### config.mk
export PLATFORM = sky130hd
export DESIGN_NAME = sprite_read_arbiter_flat
export DESIGN_NICKNAME = d
export VERILOG_FILES = /design/src/rtl/sprite_read_arbiter_if.sv /design/src/rtl/sprite_read_arbiter.sv /design/src/flat_wrapper.sv
export SDC_FILE = /design/constraint.sdc
export NUM_CORES = 1
export LEC_CHECK = 0
export BUFFER_PORTS_ARGS = -buffer_cell sky130_fd_sc_hd__buf_4
export CAP_MARGIN = 20
export CORE_MARGIN = 2
export CORE_UTILIZATION = 49
export CTS_BUF_LIST = sky130_fd_sc_hd__clkbuf_2 sky130_fd_sc_hd__clkbuf_4 sky130_fd_sc_hd__clkbuf_8
export CTS_CLUSTER_SIZE = 10
export DETAILED_ROUTE_END_ITERATION = 10
export GPL_TIMING_DRIVEN = 1
export PLACE_DENSITY = 0.79
export SLEW_MARGIN = 20
export SYNTH_ARGS = -nofsm -noshare
export SYNTH_HDL_FRONTEND = slang
export SYNTH_SLANG_ARGS = --single-unit
export TNS_END_PERCENT = 50
### constraint.sdc
create_clock -name Clk -period 2.2 [get_ports Clk]
set_input_delay 0.22 -clock Clk [delete_from_list [all_inputs] [get_ports Clk]]
set_output_delay 0.22 -clock Clk [all_outputs]
set_load 0.005 [all_outputs]
### src/rtl/sprite_read_arbiter_if.sv
// Requester-side bundle for the sprite RAM read arbiter: the VGA renderer (vid_*)
// and game logic (gl_*) request/grant/response signals.
interface sprite_read_arbiter_if #(
    parameter int unsigned ADDR_W = 12,
    parameter int unsigned DATA_W = 24
);
    logic              vid_req;
    logic [ADDR_W-1:0] vid_addr;
    logic              vid_gnt;
    logic              vid_valid;
    logic [DATA_W-1:0] vid_data;

    logic              gl_req;
    logic [ADDR_W-1:0] gl_addr;
    logic              gl_gnt;
    logic              gl_valid;
    logic [DATA_W-1:0] gl_data;

    // Requesters drive request and address; they receive grant and read data.
    modport master (
        output vid_req, vid_addr, gl_req, gl_addr,
        input  vid_gnt, vid_valid, vid_data, gl_gnt, gl_valid, gl_data
    );

    // The arbiter consumes requests and returns grant and read data.
    modport slave (
        input  vid_req, vid_addr, gl_req, gl_addr,
        output vid_gnt, vid_valid, vid_data, gl_gnt, gl_valid, gl_data
    );
endinterface

### src/rtl/sprite_read_arbiter.sv
// Shares the registered sprite RAM read port between the VGA renderer (priority)
// and game logic (starvation-protected by a wait counter); fixed 2-cycle latency.
module sprite_read_arbiter #(
    parameter int unsigned ADDR_W   = 12,
    parameter int unsigned DATA_W   = 24,
    parameter int unsigned DEPTH    = 2704,
    parameter int unsigned MAX_WAIT = 8
) (
    input  logic                  Clk,
    input  logic                  Reset,
    sprite_read_arbiter_if.slave  req_bus,
    output logic [ADDR_W-1:0]     ram_read_address,
    input  logic [DATA_W-1:0]     ram_data_Out
);
    localparam int unsigned WAIT_W = $clog2(MAX_WAIT + 1);

    logic [WAIT_W-1:0] wait_q;
    logic [ADDR_W-1:0] addr_q;
    logic              s1_valid_q;
    logic              s1_gl_q;
    logic              s1_in_range_q;
    logic              vid_valid_q;
    logic              gl_valid_q;
    logic [DATA_W-1:0] vid_data_q;
    logic [DATA_W-1:0] gl_data_q;

    logic              starved_c;
    logic              vid_gnt_c;
    logic              gl_gnt_c;
    logic              any_gnt_c;
    logic [ADDR_W-1:0] gnt_addr_c;
    logic              in_range_c;

    assign starved_c = (wait_q == WAIT_W'(MAX_WAIT));

    // Video wins by default; game logic wins when alone or once it has starved.
    always_comb begin
        vid_gnt_c = 1'b0;
        gl_gnt_c  = 1'b0;
        if (!Reset) begin
            if (req_bus.gl_req && (!req_bus.vid_req || starved_c)) begin
                gl_gnt_c = 1'b1;
            end else if (req_bus.vid_req) begin
                vid_gnt_c = 1'b1;
            end
        end
    end

    assign any_gnt_c  = vid_gnt_c | gl_gnt_c;
    assign gnt_addr_c = gl_gnt_c ? req_bus.gl_addr : req_bus.vid_addr;
    assign in_range_c = (32'(gnt_addr_c) < DEPTH);

    // Idle cycles replay the last issued address so the RAM input stays quiet.
    always_comb begin
        ram_read_address = addr_q;
        if (Reset) begin
            ram_read_address = '0;
        end else if (any_gnt_c) begin
            ram_read_address = gnt_addr_c;
        end
    end

    // Wait counter saturates at MAX_WAIT; any break in the G request restarts it.
    always_ff @(posedge Clk) begin
        if (Reset) begin
            wait_q <= '0;
        end else if (!req_bus.gl_req || gl_gnt_c) begin
            wait_q <= '0;
        end else if (!starved_c) begin
            wait_q <= wait_q + WAIT_W'(1);
        end
    end

    // Stage 1 tags the read in flight; stage 2 steers the RAM word to its owner.
    always_ff @(posedge Clk) begin
        if (Reset) begin
            addr_q        <= '0;
            s1_valid_q    <= 1'b0;
            s1_gl_q       <= 1'b0;
            s1_in_range_q <= 1'b0;
            vid_valid_q   <= 1'b0;
            gl_valid_q    <= 1'b0;
            vid_data_q    <= '0;
            gl_data_q     <= '0;
        end else begin
            if (any_gnt_c) begin
                addr_q <= gnt_addr_c;
            end
            s1_valid_q    <= any_gnt_c;
            s1_gl_q       <= gl_gnt_c;
            s1_in_range_q <= in_range_c;
            vid_valid_q   <= s1_valid_q && !s1_gl_q;
            gl_valid_q    <= s1_valid_q && s1_gl_q;
            if (s1_valid_q && !s1_gl_q) begin
                vid_data_q <= s1_in_range_q ? ram_data_Out : '0;
            end
            if (s1_valid_q && s1_gl_q) begin
                gl_data_q <= s1_in_range_q ? ram_data_Out : '0;
            end
        end
    end

    assign req_bus.vid_gnt   = vid_gnt_c;
    assign req_bus.gl_gnt    = gl_gnt_c;
    assign req_bus.vid_valid = vid_valid_q;
    assign req_bus.gl_valid  = gl_valid_q;
    assign req_bus.vid_data  = vid_data_q;
    assign req_bus.gl_data   = gl_data_q;

    grant_onehot: assert property (@(posedge Clk) !(vid_gnt_c && gl_gnt_c));

endmodule

### src/flat_wrapper.sv
// flat-port wrapper written by rule: the top's interface ports become plain ports
module sprite_read_arbiter_flat 
#(
    parameter int unsigned ADDR_W   = 12,
    parameter int unsigned DATA_W   = 24,
    parameter int unsigned DEPTH    = 2704,
    parameter int unsigned MAX_WAIT = 8
)
  (Clk, Reset, ram_read_address, ram_data_Out, req_bus_vid_req, req_bus_vid_addr, req_bus_gl_req, req_bus_gl_addr, req_bus_vid_gnt, req_bus_vid_valid, req_bus_vid_data, req_bus_gl_gnt, req_bus_gl_valid, req_bus_gl_data);
  sprite_read_arbiter_if #(.ADDR_W(ADDR_W), .DATA_W(DATA_W)) req_bus_i ();
  input  logic Clk;
  input  logic Reset;
  output logic [ADDR_W-1:0] ram_read_address;
  input  logic [DATA_W-1:0] ram_data_Out;
  input wire logic [$bits(req_bus_i.vid_req)-1:0] req_bus_vid_req;
  input wire logic [$bits(req_bus_i.vid_addr)-1:0] req_bus_vid_addr;
  input wire logic [$bits(req_bus_i.gl_req)-1:0] req_bus_gl_req;
  input wire logic [$bits(req_bus_i.gl_addr)-1:0] req_bus_gl_addr;
  output wire logic [$bits(req_bus_i.vid_gnt)-1:0] req_bus_vid_gnt;
  output wire logic [$bits(req_bus_i.vid_valid)-1:0] req_bus_vid_valid;
  output wire logic [$bits(req_bus_i.vid_data)-1:0] req_bus_vid_data;
  output wire logic [$bits(req_bus_i.gl_gnt)-1:0] req_bus_gl_gnt;
  output wire logic [$bits(req_bus_i.gl_valid)-1:0] req_bus_gl_valid;
  output wire logic [$bits(req_bus_i.gl_data)-1:0] req_bus_gl_data;
  assign req_bus_i.vid_req = req_bus_vid_req;
  assign req_bus_i.vid_addr = req_bus_vid_addr;
  assign req_bus_i.gl_req = req_bus_gl_req;
  assign req_bus_i.gl_addr = req_bus_gl_addr;
  assign req_bus_vid_gnt = req_bus_i.vid_gnt;
  assign req_bus_vid_valid = req_bus_i.vid_valid;
  assign req_bus_vid_data = req_bus_i.vid_data;
  assign req_bus_gl_gnt = req_bus_i.gl_gnt;
  assign req_bus_gl_valid = req_bus_i.gl_valid;
  assign req_bus_gl_data = req_bus_i.gl_data;
  sprite_read_arbiter #(.ADDR_W(ADDR_W), .DATA_W(DATA_W), .DEPTH(DEPTH), .MAX_WAIT(MAX_WAIT)) u_core (.Clk(Clk), .Reset(Reset), .req_bus(req_bus_i), .ram_read_address(ram_read_address), .ram_data_Out(ram_data_Out));
endmodule
-- Word level (Yosys, flattened, before mapping)
Cells that the tools add are included.
- $add $sub $neg: 1
- multiply operators: 0
- div/mod/pow operators: 0
- magnitude comparators: 1
- equal/unequal tests: 1
- shifts and indexed selects: 0
- multiplexer cells: 9
- bitwise gates (word level): 1
- reductions and logical operators: 9
- operators with widths (cell ; number):
    $mux W12 ; 3
    $mux W24 ; 1
    $lt A12 B12 Y1 const B ; 1
    $mux W1 ; 5
    $add A4 B1 Y4 const B ; 1
    $eq A4 B4 Y1 const B ; 1
    $logic_and A1 B1 Y1 ; 3
    $logic_not A1 Y1 ; 3
    $logic_or A1 B1 Y1 ; 2
    $reduce_or A2 Y1 ; 1
    $or A1 B1 Y1 ; 1
- bits in registers: 69
- latch bits: 0
- bits in writable memories: 0
- bits in read-only memories: 0
- input port bits: 52
- output and inout port bits: 64
- word-level logic and storage cells: 31
- memories: 0

-- Depth between registers and ports, before layout
- depth after elaboration: 8
- gate-level depth with buffers: 7
- mapped depth without buffers: 6

-- Worst setup path after synthesis
Ideal clock, no wire load.
- kind: flip-flop to output port
- start: reg u_core.wait_q[0]
- end: out ram_read_address[10]
- arrival: 1598 ps
- data required time: 1980 ps
- slack: 382 ps
- stages on the path, launching flop included: 8
- path buffers: 1
- path through: dfxtp_1 > inv_1 > ha_1 > nand3b_4 > a211oi_4 > buf_8 > mux2i_1 > a211oi_2
- cells in the longest elaborated chain, start to end: 8
- elaborated cells on any way between the ends: 11
- those cells by class: eq/ne (1); mux (7); bitwise (1); reduce/logical (2)
- ends and longest elaborated chain (item ; RTL line ; source):
    start: declaration ; sprite_read_arbiter.sv:17 ; logic [WAIT_W-1:0] wait_q;
    start signal: assignment ; sprite_read_arbiter.sv:70 ; wait_q <= wait_q + WAIT_W'(1);
    $eq A4 B4 Y1 * ; sprite_read_arbiter.sv:34 ; assign starved_c = (wait_q == WAIT_W'(MAX_WAIT));
    $logic_or A1 B1 Y1 * ; sprite_read_arbiter.sv:41 ; if (req_bus.gl_req && (!req_bus.vid_req || starved_c)) begin
    $logic_and A1 B1 Y1 * ; sprite_read_arbiter.sv:41 ;
    $mux W1 * ; sprite_read_arbiter.sv:41 ;
    $mux W1 * ; sprite_read_arbiter.sv:40 ; if (!Reset) begin
    via req_bus_gl_gnt ; flat_wrapper.sv:22 ; output wire logic [$bits(req_bus_i.gl_gnt)-1:0] req_bus_gl_gnt;
    $mux W12 / $or A1 B1 Y1 (equally long branches) ; sprite_read_arbiter.sv:50, sprite_read_arbiter.sv:49 ;
    $mux W12 * (2 in series) ; n/a ;
    end: declaration ; flat_wrapper.sv:13 ; output logic [ADDR_W-1:0] ram_read_address;
Mark *: on every way through the listed nets, which the timed path passes. The rest lies on a longest branch.

-- Worst setup path after layout
- start: reg u_core.wait_q[1]
- end: out ram_read_address[7]
- cells in the longest elaborated chain, start to end: 8
- elaborated cells on any way between the ends: 11
- those cells by class: eq/ne (1); mux (7); bitwise (1); reduce/logical (2)
- ends and longest elaborated chain (item ; RTL line):
    $eq A4 B4 Y1 * ; sprite_read_arbiter.sv:34
    $logic_or A1 B1 Y1 * ; sprite_read_arbiter.sv:41
    $logic_and A1 B1 Y1 * ; sprite_read_arbiter.sv:41
    $mux W1 ; sprite_read_arbiter.sv:41
    $mux W1 ; sprite_read_arbiter.sv:40
    $mux W12 / $or A1 B1 Y1 (equally long branches) ; sprite_read_arbiter.sv:50, sprite_read_arbiter.sv:49
    $mux W12 * (2 in series) ; n/a
Every way passes the cells marked *; elsewhere a longest branch is shown, timed or not.

==> metrics.txt <==
status=complete, but fails checks; failing checks=setup timing; Placeable Area=5205 um2; Mapped Area=between 2000 and 3000 um2; port bufs=115; Hold/Removal Path Class=in2reg; Final Hold Fails=0; Die Area=6072 um2; Worst slew margin=42.45%; TritonCTS clock tree=built; clock root cell=clkbuf_8; delay-heaviest family, CP=buffers and inverters; Die Width=77.92 um; top cells by area, synth=dfxtp_1 (52%), nand3_1 (9.2%), a21oi_1 (9.0%), nand2_1 (6.9%), mux2i_1 (4.5%); clock share of power=37.3%; cells after synthesis=between 300 and 400; Final Util=between 70% and 80%; Overflow after GRT=0; Required @ worst endpoint=slightly below 2 ns; CTS Buf Count=9; share of post-route cells with drive strength above 1=around two fifths; Area Overhead vs Synth=47.34%; # clock sinks=69; hpwl dp=about 4600 um; pre-CTS setup slack=0.2653 ns; htree depth=3; clock slew at reported path FFs=0.07 ns; Post-Route WL=7127 um; dpl cell area=~3600 um2; Final ANT Viol Nets=0; # IOs=116; CP max FO=8; register share of total power=49.3%; Multi-input gate area=1262 um2; Combinational Power Share=13.4%; ANT cells=0; post-route cell area=3945 um2; clock tree buffer depth=2; worst path cell trace=inv_2 -> ha_4 -> nand3b_4 -> a211oi_4 -> buf_4 -> buf_12 -> mux2i_1 -> a211oi_2 -> buf_4; Skew-Pair Late Insertion Delay=0.34 ns; Critical Path Most Common Cell=buf_4; cell total after placement=477; Final min period=2.221 ns; GRT Resource Usage Total=23.05%; share of the synthesized area in the top cell type=between 50% and 60%; vias after detailed routing=2,623; Final Skew=around 0.0076 ns; max_cap viols=0; Pleak=1.625 nW; fin nets=480; flops & latches, synth=69; peak supply drop=between 0.0005 and 0.0006 V; Setup CP Type=reg2out; Reg area=1384 um2; drt via density=approximately 5.2; Sw Share=24.93%; Worst setup SP type=flip-flop; # fillers=about 400; register area share after synthesis=51.59%; initial antenna violation count=0; hold buffer count at CTS=0; Sw Pwr=0.0006604 W; initial drt markers=173; Critical Path Max Stage Delay=0.32 ns; Post-Layout Cell Count=500; f_max=0.4503 GHz; drt drc=0; RD Place Congestion=0.7588; RSZ-0062 raised after global routing=yes; vias in the first global route=2,431; Setup Viol. Count Final=4; Starting Density=51.44%; Final period util=100.9%; Netlist cell types=26; Pre-antenna DRT Iters=4; Synth area leader=dfxtp_1; Final WS setup=-0.02067 ns; synthesized area per cell=~8.6 um2; Syn. warnings=0; Worst setup EP type=output pin; Vert. Die Dim=77.92 um; first-pass GRT wire length=11,160 um; fin. max-slew vios=0; Cell Rows=26; pin count of the biggest net entering global routing=63; P_int=0.001989 W; Worst EP arrival=~2 ns; Buf+Inv Stages, Crit Path=4; Slew @ Worst Pin=0.8612 ns; Critical Path Slowest Stage Cell=dfxtp_2; cell area power density=671.5 nW/um2; Hold WS=between 0.1 and 0.15 ns; routed length per instance=around 14 um; syn nets=365
## power by group through the flow
stage / registers [W] / logic, W / clock network [W]
floorplan: 0.00133 / 0.000147 / 0
global placement: 0.00133 / 0.000315 / 0
detailed placement: 0.00133 / 0.000319 / 0
CTS: 0.00130 / 0.000344 / 0.000997
global route: 0.00131 / 0.000384 / 0.00106
finish: 0.00130 / 0.000356 / 0.000989
## registers in the layout, indices dropped and copies added (netlist names)
register and flops:
u_core.req_bus.gl_data 24, u_core.req_bus.vid_data 24, u_core.addr_q 12, u_core.wait_q 4, u_core.req_bus.gl_valid 1, u_core.req_bus.vid_valid 1
u_core.s1_gl_q 1, u_core.s1_in_range_q 1, u_core.s1_valid_q 1
## what timing repair did
action                     CTS  global route
setup endpoints to repair   12            12
setup buffers                5             2
pin swaps                    3             4
gates resized for setup     17             5
gates cloned                 1             0
## metal layers
layer | part of all wire, % | vias up | GRT usage, % | wire length [um]
met1 | 43 | 1203 | 27.69 | 3056
met3 | 8.3 | 14 | 7.791 | 589
met5 | 0 | - | 0 | 0
met2 | 47 | 113 | 38.02 | 3336
li1 | - | 1293 | - | -
met4 | 2.0 | 0 | 9.123 | 144
## Yosys cell counts
| cell type | count |
|---|---|
| nand2b_1 | 1 |
| dfxtp_1 | 69 |
| mux2i_1 | 12 |
| a211oi_4 | 1 |
| nand2_1 | 49 |
| nand4_1 | 1 |
| buf_2 | 1 |
| nand3b_4 | 1 |
| nor2b_1 | 1 |
| o211a_1 | 2 |
| ha_1 | 2 |
| nor2_1 | 22 |
| o21ai_0 | 3 |
| nand3_1 | 49 |
| clkbuf_1 | 22 |
| xor2_1 | 1 |
| a21oi_1 | 48 |
| buf_8 | 1 |
| xnor2_1 | 1 |
| o211ai_1 | 1 |
| a211oi_2 | 7 |
| buf_1 | 2 |
| and2_1 | 1 |
| nor4_1 | 2 |
| inv_1 | 5 |
| a211oi_1 | 6 |
## cells by family (layout without fill, tap and decap cells)
| group | after synthesis | count (layout) | share of synthesized area (%) |
|---|---|---|---|
| compound gates | 68 | 68 | 16.26 |
| xor+xnor | 2 | 2 | 0.6543 |
| fa+ha+maj | 2 | 2 | 0.9344 |
| buf+inv | 31 | 150 | 4.813 |
| flops | 69 | 69 | 51.59 |
| mux | 12 | 12 | 4.486 |
| simple gates | 127 | 127 | 21.26 |
## metrics by stage
stage	TNS (ns)	power (W)
after global routing	-0.8235	0.002751
after CTS	0	0.002646
after detailed placement	0	0.001653
after floorplan	0	0.001481
after global placement	0	0.001647
final	-0.05646	0.002649
## cell type report
cell class | count | area share [%]
Multi-Input combinational cell | 211 | 32.00
Inverter | 5 | 0.4757
Clock inverter | 5 | 1.332
Clock buffer | 10 | 3.330
Sequential cell | 69 | 35.08
Timing Repair Buffer | 130 | 25.56
Tap cell | 70 | 2.220
## cell usage in the layout, fill, tap and decap left out, drive strengths merged, types with 2 or more instances in the layout
master	instances
buf	130
dfxtp	69
nand3	49
nand2	49
a21oi	48
nor2	22
a211oi	14
mux2i	12
clkbuf	10
inv	5
o21ai	3
clkinv	3
o211a	2
nor4	2
ha	2
## path summary, 6_finish.rpt
path                                       startpoint                                        to  slack [ns]  cells after the start
max                     u_core.wait_q[1]$_SDFFE_PP0N_                       ram_read_address[7]       -0.02                      9
min                                             Reset              u_core.s1_valid_q$_SDFF_PP0_        0.11                      2
max reg2reg             u_core.wait_q[1]$_SDFFE_PP0N_                 u_core.addr_q[11]$_DFF_P_        0.45                      9
min reg2reg  u_core.req_bus.vid_data[19]$_SDFFE_PP0P_  u_core.req_bus.vid_data[19]$_SDFFE_PP0P_        0.46                      2
(Power assumes the default switching activity.)
